--- src/rtl/mem_pkg.sv ---
// mem_pkg: shared types and legality limits for param_mem.
//   mem_state_t  : controller state (INIT sweep, READY for traffic)
//   RD_LAT_MIN/MAX : legal range of the read pipeline latency
//   params_legal : elaboration-time check used by param_mem
package mem_pkg;

    typedef enum logic {
        INIT,
        READY
    } mem_state_t;

    localparam int unsigned RD_LAT_MIN = 1;
    localparam int unsigned RD_LAT_MAX = 4;

    // True when the data width is whole bytes and the read latency is in range.
    function automatic logic params_legal(input int unsigned data_w,
                                          input int unsigned rd_lat);
        return ((data_w % 8) == 0) && (data_w != 0) &&
               (rd_lat >= RD_LAT_MIN) && (rd_lat <= RD_LAT_MAX);
    endfunction

endpackage

--- src/rtl/mem_rd_pipe.sv ---
// mem_rd_pipe: STAGES-deep data/valid delay line for the param_mem read path.
//   clk       : rising-edge clock
//   rst       : asynchronous active-high flush of all stages
//   in_valid  : read launched this cycle
//   in_data   : word read from the array (already collision-resolved)
//   out_valid : in_valid delayed by STAGES edges
//   out_data  : in_data delayed by STAGES edges
// With STAGES = 0 the block is a plain pass-through.
module mem_rd_pipe #(
    parameter int unsigned DATA_W = 32,
    parameter int unsigned STAGES = 0
) (
    input  logic              clk,
    input  logic              rst,
    input  logic              in_valid,
    input  logic [DATA_W-1:0] in_data,
    output logic              out_valid,
    output logic [DATA_W-1:0] out_data
);

    if (STAGES == 0) begin : g_pass
        logic unused_clk_rst;
        assign unused_clk_rst = clk ^ rst;
        assign out_valid      = in_valid;
        assign out_data       = in_data;
    end else begin : g_pipe
        logic [STAGES-1:0] vld;
        logic [DATA_W-1:0] dat [STAGES];

        always_ff @(posedge clk or posedge rst) begin
            if (rst) begin
                vld <= '0;
                for (int unsigned i = 0; i < STAGES; i++) begin
                    dat[i] <= '0;
                end
            end else begin
                vld[0] <= in_valid;
                dat[0] <= in_data;
                for (int unsigned i = 1; i < STAGES; i++) begin
                    vld[i] <= vld[i-1];
                    dat[i] <= dat[i-1];
                end
            end
        end

        assign out_valid = vld[STAGES-1];
        assign out_data  = dat[STAGES-1];
    end

endmodule

--- src/rtl/param_mem.sv ---
// param_mem: parametrised single-port synchronous memory with byte enables,
// configurable read latency, selectable collision mode, a self-clearing
// init sweep after reset, busy indication and a sticky error flag.
//   clk          : rising-edge clock
//   rst          : asynchronous active-high reset
//   read_enable  : read request
//   write_enable : write request
//   addr         : word address (shared by read and write)
//   data_in      : write data
//   byte_en      : per-byte write enable, bit i covers data_in[8i+7:8i]
//   data_out     : read data, held between reads
//   valid_out    : one-cycle pulse when data_out is new
//   busy         : high in reset and during the init sweep
//   err          : sticky; set by requests during busy or out-of-range addresses
module param_mem
    import mem_pkg::*;
#(
    parameter int unsigned DATA_W      = 32,
    parameter int unsigned DEPTH       = 16,
    parameter int unsigned ADDR_W      = $clog2(DEPTH),
    parameter int unsigned RD_LAT      = 1,
    parameter int unsigned WRITE_FIRST = 0
) (
    input  logic                clk,
    input  logic                rst,
    input  logic                read_enable,
    input  logic                write_enable,
    input  logic [ADDR_W-1:0]   addr,
    input  logic [DATA_W-1:0]   data_in,
    input  logic [DATA_W/8-1:0] byte_en,
    output logic [DATA_W-1:0]   data_out,
    output logic                valid_out,
    output logic                busy,
    output logic                err
);

    localparam int unsigned NBYTES = DATA_W / 8;

    if (!params_legal(DATA_W, RD_LAT)) begin : g_bad_params
        $error("param_mem: DATA_W must be a multiple of 8 and RD_LAT within 1..4");
    end

    logic [DATA_W-1:0] mem [DEPTH];
    mem_state_t        state;
    logic [ADDR_W-1:0] ptr;

    logic              in_range;
    logic              wr_go;
    logic              rd_go;
    logic [DATA_W-1:0] old_word;
    logic [DATA_W-1:0] merged;
    logic [DATA_W-1:0] rd_word;
    logic              pipe_valid;
    logic [DATA_W-1:0] pipe_data;

    assign in_range = (32'(addr) < DEPTH);
    assign wr_go    = (state == READY) && write_enable && in_range;
    assign rd_go    = (state == READY) && read_enable;

    // Out-of-range reads see an all-zero word; since wr_go is also low then,
    // the collision path below can never forward data for them either.
    always_comb begin
        old_word = '0;
        if (in_range) begin
            old_word = mem[addr];
        end
    end

    always_comb begin
        merged = old_word;
        for (int unsigned i = 0; i < NBYTES; i++) begin
            if (byte_en[i]) begin
                merged[8*i +: 8] = data_in[8*i +: 8];
            end
        end
    end

    // Single port: a read and a write in the same cycle always share addr,
    // so the collision case is simply "write also accepted this cycle".
    always_comb begin
        rd_word = old_word;
        if ((WRITE_FIRST != 0) && wr_go) begin
            rd_word = merged;
        end
    end

    always_ff @(posedge clk) begin
        if (state == INIT) begin
            mem[ptr] <= '0;
        end else if (wr_go) begin
            mem[addr] <= merged;
        end
    end

    always_ff @(posedge clk or posedge rst) begin
        if (rst) begin
            state <= INIT;
            ptr   <= '0;
            busy  <= 1'b1;
            err   <= 1'b0;
        end else begin
            case (state)
                INIT: begin
                    if (read_enable || write_enable) begin
                        err <= 1'b1;
                    end
                    if (ptr == ADDR_W'(DEPTH - 1)) begin
                        state <= READY;
                        busy  <= 1'b0;
                    end else begin
                        ptr <= ptr + 1'b1;
                    end
                end
                READY: begin
                    if ((read_enable || write_enable) && !in_range) begin
                        err <= 1'b1;
                    end
                end
                default: begin
                    state <= INIT;
                    ptr   <= '0;
                    busy  <= 1'b1;
                end
            endcase
        end
    end

    mem_rd_pipe #(
        .DATA_W (DATA_W),
        .STAGES (RD_LAT - 1)
    ) u_rd_pipe (
        .clk       (clk),
        .rst       (rst),
        .in_valid  (rd_go),
        .in_data   (rd_word),
        .out_valid (pipe_valid),
        .out_data  (pipe_data)
    );

    // The output register supplies the final stage of latency and the hold.
    always_ff @(posedge clk or posedge rst) begin
        if (rst) begin
            data_out  <= '0;
            valid_out <= 1'b0;
        end else begin
            valid_out <= pipe_valid;
            if (pipe_valid) begin
                data_out <= pipe_data;
            end
        end
    end

endmodule

--- config.mk ---
export PLATFORM = sky130hd
export DESIGN_NAME = param_mem
export DESIGN_NICKNAME = d
export VERILOG_FILES = /design/src/rtl/mem_pkg.sv /design/src/rtl/mem_rd_pipe.sv /design/src/rtl/param_mem.sv
export SDC_FILE = /design/constraint.sdc
export NUM_CORES = 1
export LEC_CHECK = 0
export ABC_CLOCK_PERIOD_IN_PS = 8070
export CAP_MARGIN = 15
export CORE_AREA = 2 2 203 245
export DETAILED_ROUTE_END_ITERATION = 6
export DIE_AREA = 0 0 205 247
export SKIP_CTS_REPAIR_TIMING = 1
export SYNTH_ARGS = -nofsm -noshare
export SYNTH_HDL_FRONTEND = slang
export SYNTH_SLANG_ARGS = --single-unit
export TNS_END_PERCENT = 5
--- constraint.sdc ---
create_clock -name clk -period 8.07 [get_ports clk]
set_input_delay 1.614 -clock clk [delete_from_list [all_inputs] [get_ports clk]]
set_output_delay 1.614 -clock clk [all_outputs]
set_load 0.005 [all_outputs]
# After elaboration in Yosys (flattened, before gate mapping)
# Memory sizes are Yosys's and may differ from the RTL's.
# Cells that the tools add are included.
[totals]
regBits = 40
latch_bits = 0
ramBits = 512
romBits = 0
inputBits = 44
output_inout_bits = 35
word_cells = 34
n_memories = 1
[mem_list]
columns = ["name", "depth", "width", "rd", "rd_ports_with_merged_regs", "wr", "line", "source"]
rows = [
  ["mem", 16, 32, 1, 0, 1, "param_mem.sv:43", "logic [DATA_W-1:0] mem [DEPTH];"],
]
[op_classes]
addsub = 1
n_mul = 0
n_div = 0
magnitude_cmp = 0
eq_ne = 2
shift = 0
n_mux = 15
n_bitwise = 2
n_reduce_logical = 7
[ops]
columns = ["op", "n"]
rows = [
  ["$mux W32", 1],
  ["$mux W8", 4],
  ["$reduce_or A32 Y1", 1],
  ["$mux W1", 9],
  ["$reduce_and A2 Y1", 3],
  ["$add A4 B1 Y4 const B", 1],
  ["$eq A4 B4 Y1 const B", 1],
  ["$mux W4", 1],
  ["$logic_and A1 B1 Y1", 2],
  ["$ne A2 B1 Y1 const B", 1],
  ["$not A1 Y1", 2],
  ["$logic_or A1 B1 Y1", 1],
]

# Longest topological paths before layout
# Gate-level depths: netlist (run 1).
[logic_depth]
word_depth = 6
depth_mapped = 8
depth_no_buf = 4

# By module
# From an unflattened synthesis (run 1), not the netlist that was laid out.
[unflattened]
hier_cells = 1196
area_unflattened_um2 = 22212.6
[by_module_without_submodules]
columns = ["module", "instances", "cells_per_inst", "area_per_inst_um2", "seq_area_each_um2"]
rows = [
  ["param_mem", 1, 1163, 21964.8, 16377.0],
  ["mem_rd_pipe", 1, 33, 247.7, 0.0],
]

# Least setup slack after synthesis (run 1)
# No wires, ideal clock.
[synth_timing]
path_type = "input -> register"
startpoint = "in addr[1]"
endpoint = "mem mem[1][0], enable pin"
setup_time_ps = 421
arrival_ps = 4067
required_time_ps = 7649
setup_slack_ps = 3581
stages = 8
n_path_buf = 5
cell_sequence = "buf_2 -> buf_6 -> buf_4 -> buf_4 -> buf_2 -> nor3b_1 -> a31oi_1 -> nor2_1"
[synth_via]
elab_chain_len = 1
[synth_rtl]
columns = ["element", "line", "source"]
rows = [
  ["from (decl)", "param_mem.sv:28", "input logic [ADDR_W-1:0] addr,"],
  ["$mux W4 (no source line)", "--", ""],
  ["to (decl)", "param_mem.sv:43", ""],
]
# No other way between the ends.

# Worst setup path after layout (run 1)
[layout_timing]
startpoint = "in addr[3]"
endpoint = "mem mem[7][18], enable pin"
# The elaborated chain is that of the path after synthesis.

==> impl_metrics.py, run 1 <==
metrics = {
    "timing": {
        "report.final.setup_viol": 0,
        "finalClockSkew_ns": 0.0168,
        "tightest_slew_ns": 1.15,
        "fin_tns_setup_ns": 0,
        "max_freq_mhz": 223,
        "fin_crit_ns": 4.48,
        "slew_headroom_pct": 22.3,
        "period_share_pct": 55.5,
        "slew_violations": 0,
        "hold_viol_final": 0,
        "rsz0062_at_grt": "false",
    },
    "logic_synthesis": {
        "synth_top_area_cell": "edfxtp_1",
        "synthTopCellsByCount": "edfxtp_1 (512), mux4_2 (96), mux2i_1 (93), o21ai_0 (63), nor2_1 (49)",
        "synth_cell_types": 37,
        "synthCells": 1100,
        "synth_area_sq_um": 21500,
        "ys_ff_latch": 552,
        "yosysWarnings": 0,
        "synthArstFlopShare_pct": 7.25,
        "avgSynthCellArea_sq_um": 19.6,
        "yosysMostFrequentCell": "edfxtp_1",
        "synthesis.nets": 1145,
        "synth_top_area_share_pct": 71.4,
        "synthFlopType": "edfxtp_1",
        "yosys-top-cells-area": "edfxtp_1 (71%), mux4_2 (10%), dfrtp_1 (4.5%)",
        "synth_edf_count": 512,
        "yosysSeqAreaShare_pct": 76.1,
    },
    "power_and_ir_drop": {
        "power_mw": 5.98,
        "p_per_area_nw_per_um2": 241,
        "p_leak_nw": 8.24,
        "ir_worst_vdd_mv": 0.163,
    },
    "placement": {
        "port-buffer-count": 78,
        "detailed_place_hpwl_mm": 25.8,
        "gp_congestion": 0.729,
        "place_area_sq_um": 23100,
    },
    "route": {
        "drt_wl_total_mm": 48.5,
        "dr_total_vias": 10700,
        "dr.pass1.iters": 4,
        "drt_iter0_markers": 819,
        "final_antenna_net_count": 0,
        "wl_per_cell_um": 25.8,
        "drc": 0,
        "avgViaCountPerCell": 5.71,
    },
    "floorplan": {
        "core_sq_um": 48600,
        "fp-row-count": 89,
        "die_x_um": 205,
        "dieArea_sq_um": 50600,
        "initial_utilization_pct": 44.3,
        "die_h_um": 247,
        "boundaryPins": 79,
    },
    "worst_hold_path": {
        "min_to": "busy$_DFFE_PP1P_",
        "hp-start": "busy$_DFFE_PP1P_",
        "min_path_cells": 1,
        "hp-class": "reg2reg",
    },
    "global_route": {
        "gr-usage-all-layers_pct": 19.8,
        "grt_pass1_vias": 11200,
        "grt_overflow": 0,
        "grt_pass1_wl_mm": 72.9,
        "grt_max_degree": 68,
        "antenna_found_initial": 1,
    },
    "worst_setup_path": {
        "critical_path_class": "in2reg",
        "r2r_end": "mem[7][18]$_DFFE_PP_",
        "r2r-start": "state$_DFF_PP0_",
        "ff2ff_setup_slack_ns": 4.67,
        "required_ns": 8.33,
        "reg2reg_depth": 6,
        "startpoint_type": "primary input",
        "arrival_ns": 4.74,
        "endpoint_kind": "flop",
        "path_max_fanout": 38,
    },
    "final_layout": {
        "drive_gt1_share_pct": 19.0,
        "nNetsFinal": 1245,
        "fin_area_sq_um": 24800,
        "diodes": 0,
        "area_growth_pct": 15.1,
    },
    "cts": {
        "root_buffer": "clkbuf_16",
        "clockBufferDepth": 3,
        "clock-sinks": 552,
        "insertion_delay_ns": 0.58,
        "htree_levels": 2,
        "cts_tree": "done",
        "clkTransAtPathRegs_ns": 0.06,
        "numCtsBuffers": 52,
    },
    "run_status": {
        "run_status": "completed",
    },
    "flow_run": {
        "maxCapViolations": 0,
    },
}
## power breakdown
part	switching [mW]	internal [mW]	total, mW
Sequential	0.0176	3.20	3.22
Combinational	0.225	0.161	0.386
Clock	1.04	1.33	2.37
## cell usage in the layout (no fill, tap or decap), drive strengths merged
cell	count
clkdlybuf4s50	74
and3	1
a221oi	3
o31a	1
and2	2
a22oi	3
a41oi	2
inv	11
a31oi	5
edfxtp	512
a221o	29
nor2b	5
clkinvlp	2
buf	38
dfrtp	39
dfstp	1
clkinv	20
ha	1
mux2	3
nand2	37
nor3	2
bufinv	3
xor2	1
nor3b	2
mux4	96
nand4	1
o21a	1
nand3b	1
nand2b	4
a21oi	33
o21bai	1
nor2	49
mux2i	93
clkbuf	71
o22a	29
xnor2	1
o21ai	66
## per-stage QoR
step                std cells  hold slack [ns]  util [%]  worst slack (ns)
floorplan                1100            0.450         -              3.58
global placement         1775            0.458      47.5              2.98
detailed placement       1775            0.461      47.5              2.87
CTS                      1872            0.473      50.9              3.52
global route             1880            0.491      51.0              3.32
finish                   1880            0.476      51.0              3.59
## critical path, cell delays in order
cell and delay, ns:
buf_2 0.10, buf_4 0.30, inv_1 0.59, buf_4 0.43
a41oi_1 0.48, nor2_4 0.81, buf_4 0.38
## state kept, by name (all words and copies together) (netlist names)
signal / flops
mem: 512
data_out: 32
ptr: 4
busy: 1
err: 1
state: 1
valid_out: 1
## worst max path at each step
stage | start | end | depth (start not counted)
after floorplan | addr[1] | mem[1][0]$_DFFE_PP_ | 8
after global placement | addr[2] | mem[7][27]$_DFFE_PP_ | 6
after detailed placement | addr[2] | mem[14][15]$_DFFE_PP_ | 6
after CTS | addr[2] | mem[8][15]$_DFFE_PP_ | 6
after global routing | addr[2] | mem[8][22]$_DFFE_PP_ | 6
final | addr[3] | mem[7][18]$_DFFE_PP_ | 7
## cell type report
class	instances	area (sq um)
Fill cell	3963	23800
Sequential cell	552	16400
Multi-Input combinational cell	472	4880
Clock buffer	70	1420
Timing Repair Buffer	113	1040
Tap cell	637	797
Clock inverter	27	220
Inverter	9	33.8
## kinds of logic (layout without fill, tap and decap cells)
family	after synthesis	after routing	share of synthesized area, %
flip-flops	552	552	76.1
multiplexers	192	192	14.5
AO/OA/AOI/OAI	173	173	5.40
AND/OR/NAND/NOR	104	104	2.03
buffers and inverters	76	219	1.81
XOR/XNOR	2	2	0.0814
adder cells (fa/ha/maj)	1	1	0.0581
## layer usage
layer  part of all wire (%)  vias to the layer above  track usage [%]  routed length [um]
met5                      0                        -                0                   0
met4                    1.6                        0             5.06                 795
met3                    4.1                       53             2.78                2000
met2                     51                      263             33.3               24600
met1                     44                     5722             27.3               21200
li1                       -                     4696                -                   -
(Power assumes the default switching activity.)
==> run 2: changes to the inputs <==
--- a/config.mk
+++ b/config.mk
@@ -5,7 +5,7 @@
 export SDC_FILE = /design/constraint.sdc
 export NUM_CORES = 1
 export LEC_CHECK = 0
-export ABC_CLOCK_PERIOD_IN_PS = 8070
+export ABC_CLOCK_PERIOD_IN_PS = 3900
 export CAP_MARGIN = 15
 export CORE_AREA = 2 2 203 245
 export DETAILED_ROUTE_END_ITERATION = 6
==> constraint.sdc (replaced) <==
create_clock -name clk -period 3.9 [get_ports clk]
set_input_delay 0.78 -clock clk [delete_from_list [all_inputs] [get_ports clk]]
set_output_delay 0.78 -clock clk [all_outputs]
set_load 0.005 [all_outputs]
==> run 2 against run 1 <==
- wire length increased by 2.5%
- critical endpoint is now mem[8][3]$_DFFE_PP_
- final cell count increased by 1.3%
- largest cell class unchanged
- setup slack got worse by 2.7 ns
- register-to-register slack got worse by 3.8 ns
==> impl_metrics.py, run 2 (synthesized netlist as in run 1, its figures left out) <==
metrics = {
    "run_status": {
        "run_status": "completed",
    },
    "cts": {
        "htree_levels": 2,
        "insertion_delay_ns": 0.61,
        "clock-sinks": 552,
        "clockBufferDepth": 3,
        "root_buffer": "clkbuf_16",
        "numCtsBuffers": 52,
        "clkTransAtPathRegs_ns": 0.06,
        "cts_tree": "done",
    },
    "timing": {
        "max_freq_mhz": 328,
        "slew_headroom_pct": 27.1,
        "fin_tns_setup_ns": 0,
        "period_share_pct": 78.2,
        "rsz0062_at_grt": "false",
        "fin_crit_ns": 3.05,
        "finalClockSkew_ns": 0.00960,
        "slew_violations": 0,
        "tightest_slew_ns": 1.09,
        "hold_viol_final": 0,
        "report.final.setup_viol": 0,
    },
    "worst_setup_path": {
        "path_max_fanout": 32,
        "startpoint_type": "primary input",
        "critical_path_class": "in2reg",
        "endpoint_kind": "flop",
        "required_ns": 4.20,
        "arrival_ns": 3.35,
    },
    "final_layout": {
        "utilization_pct": 51.8,
        "top_register": "mem",
        "nNetsFinal": 1269,
        "drive_gt1_share_pct": 20.0,
        "layout_commonest_cell": "edfxtp_1",
        "most-common-layout-cells": "edfxtp_1 (512), mux4_2 (96), mux2i_1 (93)",
        "area_growth_pct": 16.7,
        "fin_area_sq_um": 25100,
        "largest_reg_flops": 512,
        "fill_cells": 3948,
        "largestRegisters": "mem (512), data_out (32), ptr (4)",
        "diodes": 0,
    },
    "power_and_ir_drop": {
        "ir_worst_vdd_mv": 0.339,
        "p_per_area_nw_per_um2": 501,
        "p_leak_nw": 8.42,
    },
    "route": {
        "dr.pass1.iters": 5,
        "dr_total_vias": 10900,
        "final_antenna_net_count": 0,
        "wl_per_cell_um": 26.1,
        "drt_wl_total_mm": 49.7,
        "avgViaCountPerCell": 5.75,
        "drt_iter0_markers": 836,
        "drc": 0,
    },
    "global_route": {
        "grt_overflow": 0,
        "gr-usage-all-layers_pct": 20.2,
        "antenna_found_initial": 0,
        "grt_pass1_wl_mm": 73.7,
        "grt_pass1_vias": 11300,
        "grt_max_degree": 60,
    },
    "floorplan": {
        "initial_utilization_pct": 44.3,
        "die_x_um": 205,
        "boundaryPins": 79,
        "die_h_um": 247,
        "core_sq_um": 48600,
        "dieArea_sq_um": 50600,
        "fp-row-count": 89,
    },
    "placement": {
        "port-buffer-count": 78,
        "place_area_sq_um": 23400,
        "detailed_place_hpwl_mm": 27.3,
        "gp_congestion": 0.746,
    },
    "worst_hold_path": {
        "hp-class": "reg2reg",
    },
    "flow_run": {
        "maxCapViolations": 0,
    },
}
## run 2: cell types whose count changed in the layout (fill, tap and decap cells not counted), sizes merged
cell,delta
buf,+24
bufinv,+3
clkbuf,+4
clkinvlp,-2
clkinv,-4
## run 2: where the power goes
group,total [mW],switching [mW],internal (mW)
registers,6.66,0.0372,6.63
clock network,5.09,2.16,2.93
logic,0.826,0.475,0.351
## run 2: stage by stage
step	hold slack [ns]	setup slack [ns]	total power [mW]	cells
final	0.465	0.852	12.6	1905
after global routing	0.491	0.774	13.0	1905
after CTS	0.466	0.897	12.7	1903
after detailed placement	0.454	0.273	7.63	1805
after global placement	0.452	0.265	7.61	1805
after floorplan	0.450	0.245	7.25	1100
## run 2: cell type report
cell class | count | area (sq um) | area share [%]
clock buffer | 74 | 1410 | 5.63
clock inverter | 24 | 292 | 1.16
inverter | 9 | 33.8 | 0.134
multi-input combinational | 472 | 4880 | 19.4
sequential | 552 | 16400 | 65.2
tap | 637 | 797 | 3.17
timing repair buffer | 137 | 1330 | 5.31
## run 2: critical path, cell delays in order
cell and delay, ns:
clkdlybuf4s50_1 0.50, and2_1 0.24, buf_4 0.51, a21oi_1 0.39, nor2_4 0.60, buf_12 0.28
## run 2: worst paths after layout
| kind | from | end | slack [ns] | cells after the start |
|---|---|---|---|---|
| setup / recovery | write_enable | mem[8][3]$_DFFE_PP_ | 0.85 | 6 |
| hold / removal | busy$_DFFE_PP1P_ | busy$_DFFE_PP1P_ | 0.47 | 1 |
| setup reg to reg | state$_DFF_PP0_ | mem[8][3]$_DFFE_PP_ | 0.91 | 5 |
| hold reg to reg | busy$_DFFE_PP1P_ | busy$_DFFE_PP1P_ | 0.47 | 1 |
| max in group asynchronous | rst | busy$_DFFE_PP1P_ | 2.67 | 3 |
| min in group asynchronous | rst | data_out[25]$_DFFE_PP0P_ | 0.52 | 2 |
## run 2: routing by layer
layer,wire [um],vias up,GRT usage (%)
li1,-,4728,-
met1,21300,5776,28.2
met2,24200,367,33.0
met3,2970,77,2.97
met4,1260,0,6.67
met5,0,-,0
